## config.mk

```make
export PLATFORM = sky130hd
export DESIGN_NAME = ival_rx
export DESIGN_NICKNAME = d
export VERILOG_FILES = /design/src/rtl/ival_rx_pkg.sv /design/src/rtl/ival_debounce.sv /design/src/rtl/ival_rx.sv
export SDC_FILE = /design/constraint.sdc
export NUM_CORES = 1
export LEC_CHECK = 0
export BUFFER_PORTS_ARGS = -buffer_cell sky130_fd_sc_hd__buf_2
export CAP_MARGIN = 20
export CORE_UTILIZATION = 35
export CTS_CLUSTER_DIAMETER = 40
export DETAILED_ROUTE_END_ITERATION = 12
export GPL_ROUTABILITY_DRIVEN = 0
export SLEW_MARGIN = 30
export SYNTH_ARGS = -nofsm -noshare
export SYNTH_HDL_FRONTEND = slang
export SYNTH_SLANG_ARGS = --single-unit
export TNS_END_PERCENT = 100
```

## constraint.sdc

```tcl
create_clock -name sysclk -period 2.5 [get_ports sysclk]
set_input_delay 0.5 -clock sysclk [delete_from_list [all_inputs] [get_ports sysclk]]
set_output_delay 0.5 -clock sysclk [all_outputs]
set_load 0.05 [all_outputs]
```

## src/rtl/ival_rx_pkg.sv

```systemverilog
// Shared types and width helpers for the ival serial receiver.
package ival_rx_pkg;

  typedef enum logic [1:0] {
    ST_IDLE  = 2'd0,
    ST_START = 2'd1,
    ST_SHIFT = 2'd2,
    ST_STOP  = 2'd3
  } rx_state_t;

  localparam int DEF_STAT_W  = 10;
  localparam int DEF_BIT_CYC = 8;
  localparam int DEF_DEB_CYC = 2;

  // Bit timer counts down from BIT_CYC-1, so it needs clog2(BIT_CYC) bits.
  function automatic int tmr_w(input int bit_cyc);
    return (bit_cyc < 2) ? 1 : $clog2(bit_cyc);
  endfunction

  // Bit counter must hold values 0..STAT_W.
  function automatic int cnt_w(input int stat_w);
    return $clog2(stat_w + 1);
  endfunction

endpackage

```

## src/rtl/ival_debounce.sv

```systemverilog
// Two-flop synchroniser followed by a consecutive-cycle debounce filter.
module ival_debounce #(
  parameter int DEB_CYC = 2
) (
  input  logic sysclk,
  input  logic reset,
  input  logic ival,
  output logic value
);

  localparam int DW = (DEB_CYC > 1) ? $clog2(DEB_CYC) : 1;
  localparam logic [DW-1:0] DEB_LAST = DW'(DEB_CYC - 1);

  logic          sync_1;
  logic          sync_2;
  logic [DW-1:0] cnt;

  // cnt tracks how many cycles sync_2 has already disagreed with value;
  // the level is accepted on the DEB_CYC-th disagreeing cycle.
  always_ff @(posedge sysclk or negedge reset) begin
    if (!reset) begin
      sync_1 <= 1'b1;
      sync_2 <= 1'b1;
      cnt    <= '0;
      value  <= 1'b1;
    end else begin
      sync_1 <= ival;
      sync_2 <= sync_1;
      if (sync_2 != value) begin
        if (cnt == DEB_LAST) begin
          value <= sync_2;
          cnt   <= '0;
        end else begin
          cnt <= cnt + 1'b1;
        end
      end else begin
        cnt <= '0;
      end
    end
  end

endmodule

```

## src/rtl/ival_rx.sv

```systemverilog
// Start/data/stop deframer on the debounced ival line with a one-entry
// valid/ready output register.
module ival_rx
  import ival_rx_pkg::*;
#(
  parameter int STAT_W  = DEF_STAT_W,
  parameter int BIT_CYC = DEF_BIT_CYC,
  parameter int DEB_CYC = DEF_DEB_CYC
) (
  input  logic              sysclk,
  input  logic              reset,
  input  logic              ival,
  input  logic              enable,
  input  logic              rdy,
  output logic [STAT_W-1:0] status_o,
  output logic              dv,
  output logic              value,
  output logic              busy,
  output logic              ferr,
  output logic              ovf
);

  // Handshake: a word is transferred on every cycle where dv and rdy are both
  // high; dv holds with status_o stable until then, and a new word may be
  // loaded on the same edge as a transfer.

  localparam int TW = tmr_w(BIT_CYC);
  localparam int CW = cnt_w(STAT_W);
  localparam logic [TW-1:0] HALF_LOAD = TW'(BIT_CYC / 2 - 1);
  localparam logic [TW-1:0] FULL_LOAD = TW'(BIT_CYC - 1);
  localparam logic [CW-1:0] LAST_BIT  = CW'(STAT_W - 1);

  rx_state_t         state, state_nxt;
  logic [TW-1:0]     tmr, tmr_nxt;
  logic [CW-1:0]     bcnt, bcnt_nxt;
  logic [STAT_W-1:0] sr, sr_nxt;
  logic              value_d;
  logic              deliver;
  logic              stop_err;

  ival_debounce #(
    .DEB_CYC(DEB_CYC)
  ) u_debounce (
    .sysclk(sysclk),
    .reset (reset),
    .ival  (ival),
    .value (value)
  );

  always_ff @(posedge sysclk or negedge reset) begin
    if (!reset) begin
      state   <= ST_IDLE;
      tmr     <= '0;
      bcnt    <= '0;
      sr      <= '0;
      value_d <= 1'b1;
    end else begin
      state   <= state_nxt;
      tmr     <= tmr_nxt;
      bcnt    <= bcnt_nxt;
      sr      <= sr_nxt;
      value_d <= value;
    end
  end

  always_comb begin
    state_nxt = state;
    tmr_nxt   = tmr;
    bcnt_nxt  = bcnt;
    sr_nxt    = sr;
    deliver   = 1'b0;
    stop_err  = 1'b0;
    if (!enable) begin
      state_nxt = ST_IDLE;
      tmr_nxt   = '0;
      bcnt_nxt  = '0;
      sr_nxt    = '0;
    end else begin
      case (state)
        ST_IDLE: begin
          // Only a genuine 1->0 edge starts a frame, so a line still low
          // after a bad stop bit cannot retrigger.
          if (value_d && !value) begin
            state_nxt = ST_START;
            tmr_nxt   = HALF_LOAD;
          end
        end
        ST_START: begin
          if (tmr == '0) begin
            if (!value) begin
              state_nxt = ST_SHIFT;
              tmr_nxt   = FULL_LOAD;
              bcnt_nxt  = '0;
            end else begin
              state_nxt = ST_IDLE;
            end
          end else begin
            tmr_nxt = tmr - 1'b1;
          end
        end
        ST_SHIFT: begin
          if (tmr == '0) begin
            sr_nxt   = {value, sr[STAT_W-1:1]};
            bcnt_nxt = bcnt + 1'b1;
            tmr_nxt  = FULL_LOAD;
            if (bcnt == LAST_BIT) state_nxt = ST_STOP;
          end else begin
            tmr_nxt = tmr - 1'b1;
          end
        end
        ST_STOP: begin
          if (tmr == '0) begin
            state_nxt = ST_IDLE;
            if (value) deliver  = 1'b1;
            else       stop_err = 1'b1;
          end else begin
            tmr_nxt = tmr - 1'b1;
          end
        end
        default: state_nxt = ST_IDLE;
      endcase
    end
  end

  always_ff @(posedge sysclk or negedge reset) begin
    if (!reset) begin
      status_o <= '0;
      dv       <= 1'b0;
      ovf      <= 1'b0;
      ferr     <= 1'b0;
    end else begin
      ferr <= stop_err;
      if (deliver && (!dv || rdy)) begin
        status_o <= sr;
        dv       <= 1'b1;
      end else begin
        if (deliver) ovf <= 1'b1;
        if (dv && rdy) dv <= 1'b0;
      end
    end
  end

  assign busy = (state != ST_IDLE);

endmodule

```

==> impl_metrics.env <==
export IMPL_die_area_mm2=0.00527
export IMPL_finalHoldViolCount=0
export IMPL_synth_area_mm2=0.00174
export IMPL_outcome="finished clean"
export IMPL_avgRoutedWirePerCell_um=12.8
export IMPL_grt_max_degree=38
export IMPL_timing_final_max_slew_violations=0
export IMPL_clockBufferDepth=2
export IMPL_ys_ff_latch=37
export IMPL_synth_ff_type="dfrtp_1"
export IMPL_drc=0
export IMPL_dr_pass1_iters=4
export IMPL_clk_pin_slew_ns=0.07
export IMPL_cp_end_kind="flip-flop"
export IMPL_io_pins=20
export IMPL_holdBufCountCts=0
export IMPL_ys_seq_area_share_pct=53.4
export IMPL_post_dp_cell_area_mm2=0.00190
export IMPL_ys_types=33
export IMPL_overflow=0
export IMPL_hold_class="in2async"
export IMPL_synth_largest_area_cell="dfrtp_1"
export IMPL_postCtsSetupRepairBufs=0
export IMPL_n_antenna_cell=0
export IMPL_hold_worst_slack_ns=0.295
export IMPL_clk_latency_ns=0.29
export IMPL_setup_violations=0
export IMPL_synth_top_area_share_pct=47.4
export IMPL_powerDensity_mw_per_mm2=960
export IMPL_synth_fp_nets=169
export IMPL_synth_edf_count=0
export IMPL_slew_headroom_pct=46.7
export IMPL_fin_crit_sh_pct=81.9
export IMPL_vdd_drop_max_v=0.000559
export IMPL_drive_above_1_share_pct=25.3
export IMPL_maxCapViolations=0
export IMPL_grt_antenna_before_repair=0
export IMPL_clock_root_buffer="clkbuf_8"
export IMPL_die_x_um=72.6
export IMPL_syn_area_per_cell_um2=11.2
export IMPL_cts_buffers=5
export IMPL_grt_pass1_vias=1207
export IMPL_grt_usage_pct=13.6
export IMPL_std_cell_rows=25
export IMPL_vias_per_cell=4.81
export IMPL_cts_tree="yes"
export IMPL_cts_sinks=37
export IMPL_start_kind="flip-flop"
export IMPL_tns_ns=0
export IMPL_die_height_um=72.6
export IMPL_ant_nets=0
export IMPL_cts_htree_levels=2
export IMPL_max_freq_mhz=488
export IMPL_initial_core_util_pct=36.7
export IMPL_cp_arrival_ns=2.26
export IMPL_port_buffers=19
export IMPL_coreArea_mm2=0.00475
export IMPL_p_leak_uw=0.000957
export IMPL_drt_iter0_markers=92
export IMPL_period_needed_ns=2.05
export IMPL_skew_ns=0.00683
export IMPL_area_growth_pct=15.2
export IMPL_synthTopCellsByArea="dfrtp_1 (47%), mux2_2 (7.1%), dfstp_2 (6.0%), ha_1 (5.7%), a21boi_0 (4.3%)"
export IMPL_nNetsFinal=191
export IMPL_ys_async_sr_fraction_pct=100
export IMPL_rsz0062_at_grt="false"
export IMPL_design_area_mm2=0.00201
export IMPL_wirelength_mm=3.13
export IMPL_crit_fanout=15
export IMPL_syn_inst=156
export IMPL_grt_pass1_wl_mm=5.46
export IMPL_cts_repair_resized=0
export IMPL_ys_warn_count=0
export IMPL_cp_required_ns=2.72
export IMPL_path_class="reg2reg"
export IMPL_tightest_slew_ns=0.800
export IMPL_vias=1179
export IMPL_hpwl_mm=2.24
## flip-flops by register name, summed over array words and instances, names as in the netlist
register           count
sr                    10
status_o              10
bcnt                   4
tmr                    3
state                  2
dv                     1
ferr                   1
ovf                    1
u_debounce.cnt         1
u_debounce.sync_1      1
u_debounce.sync_2      1
u_debounce.value       1
value_d                1
## synthesized netlist by cell type, drive strengths merged (4+ instances only)
| cell | n |
|---|---|
| dfstp | 4 |
| a21boi | 10 |
| nand2 | 17 |
| nor2b | 5 |
| nand2b | 4 |
| o21ai | 7 |
| ha | 8 |
| nand3 | 11 |
| inv | 7 |
| mux2i | 5 |
| mux2 | 11 |
| dfrtp | 33 |
## cells by family after synthesis
logic type               after synthesis  share of synthesized area [%]
AO/OA/AOI/OAI                         30                           12.1
multiplexers                          16                           9.98
adder cells (fa/ha/maj)                8                           5.74
AND/OR/NAND/NOR                       51                           14.9
flip-flops                            37                           53.4
buffers and inverters                 13                           3.37
XOR/XNOR                               1                          0.503
## worst paths after layout
check	slack, ns	from	to	cells after the start
worst max-delay path	0.45	state[0]	state[0]	6
worst min-delay path	0.30	reset	ferr	1
worst max register to register	0.45	state[0]	state[0]	6
worst min register to register	0.36	u_debounce.sync_1	u_debounce.sync_2	0
max in group asynchronous	1.70	reset	status_o[0]	1
min in group sysclk	0.31	ival	u_debounce.sync_1	1
## metrics by stage
step	worst slack (ns)	utilization, %	std cells	power [µW]
floorplan	0.782	-	156	1290
global placement	0.575	40.1	238	1420
detailed placement	0.460	40.1	238	1450
CTS	0.452	42.2	245	1950
global route	0.299	42.2	245	2060
finish	0.452	42.2	245	1930
## cell type report
type | instances | area, µm²
flip-flops and latches | 37 | 931
clock buffers | 5 | 68.8
fillers | 470 | 2750
clock inverters | 2 | 35.0
multi-input cells | 106 | 753
repair buffers | 21 | 110
well taps | 67 | 83.8
inverters | 7 | 26.3
## cells in the final DEF (no fill, tap or decap), types with 2 or more instances in the layout
cell type	Yosys	final
mux2i_1	5	5
nor2_1	3	3
nand2_1	17	17
nor2b_1	5	5
buf_2	2	19
o2bb2ai_1	2	2
a21oi_1	3	3
buf_4	0	2
mux2_2	11	11
o21ai_0	7	7
nand2b_1	4	4
nand3_1	11	11
dfstp_2	4	4
inv_1	7	7
a2bb2oi_1	2	2
and2_1	3	3
a21boi_0	10	10
nand3b_1	3	3
dfrtp_1	33	33
ha_1	8	8
clkbuf_8	0	5
## where the power goes
part           switching (µW)  internal, µW  total [µW]
registers                73.4           686         760
clock network             207           290         497
logic                     416           256         671
total                     696          1230        1930
## layer usage
layer	track usage, %	part of all wire [%]	vias to the layer above
met1	16.2	46	572
met5	0	0	-
met4	7.19	2.3	0
met2	22.5	48	21
li1	-	-	582
met3	3.75	3.0	4
## critical path: stages (launching register included)
cell and delay (ns):
dfrtp_1 0.43, inv_1 0.10, ha_1 0.37, or3_1 0.42
a32oi_1 0.29, and2_1 0.20, a2bb2oi_1 0.15
(Power assumes the default switching activity.)
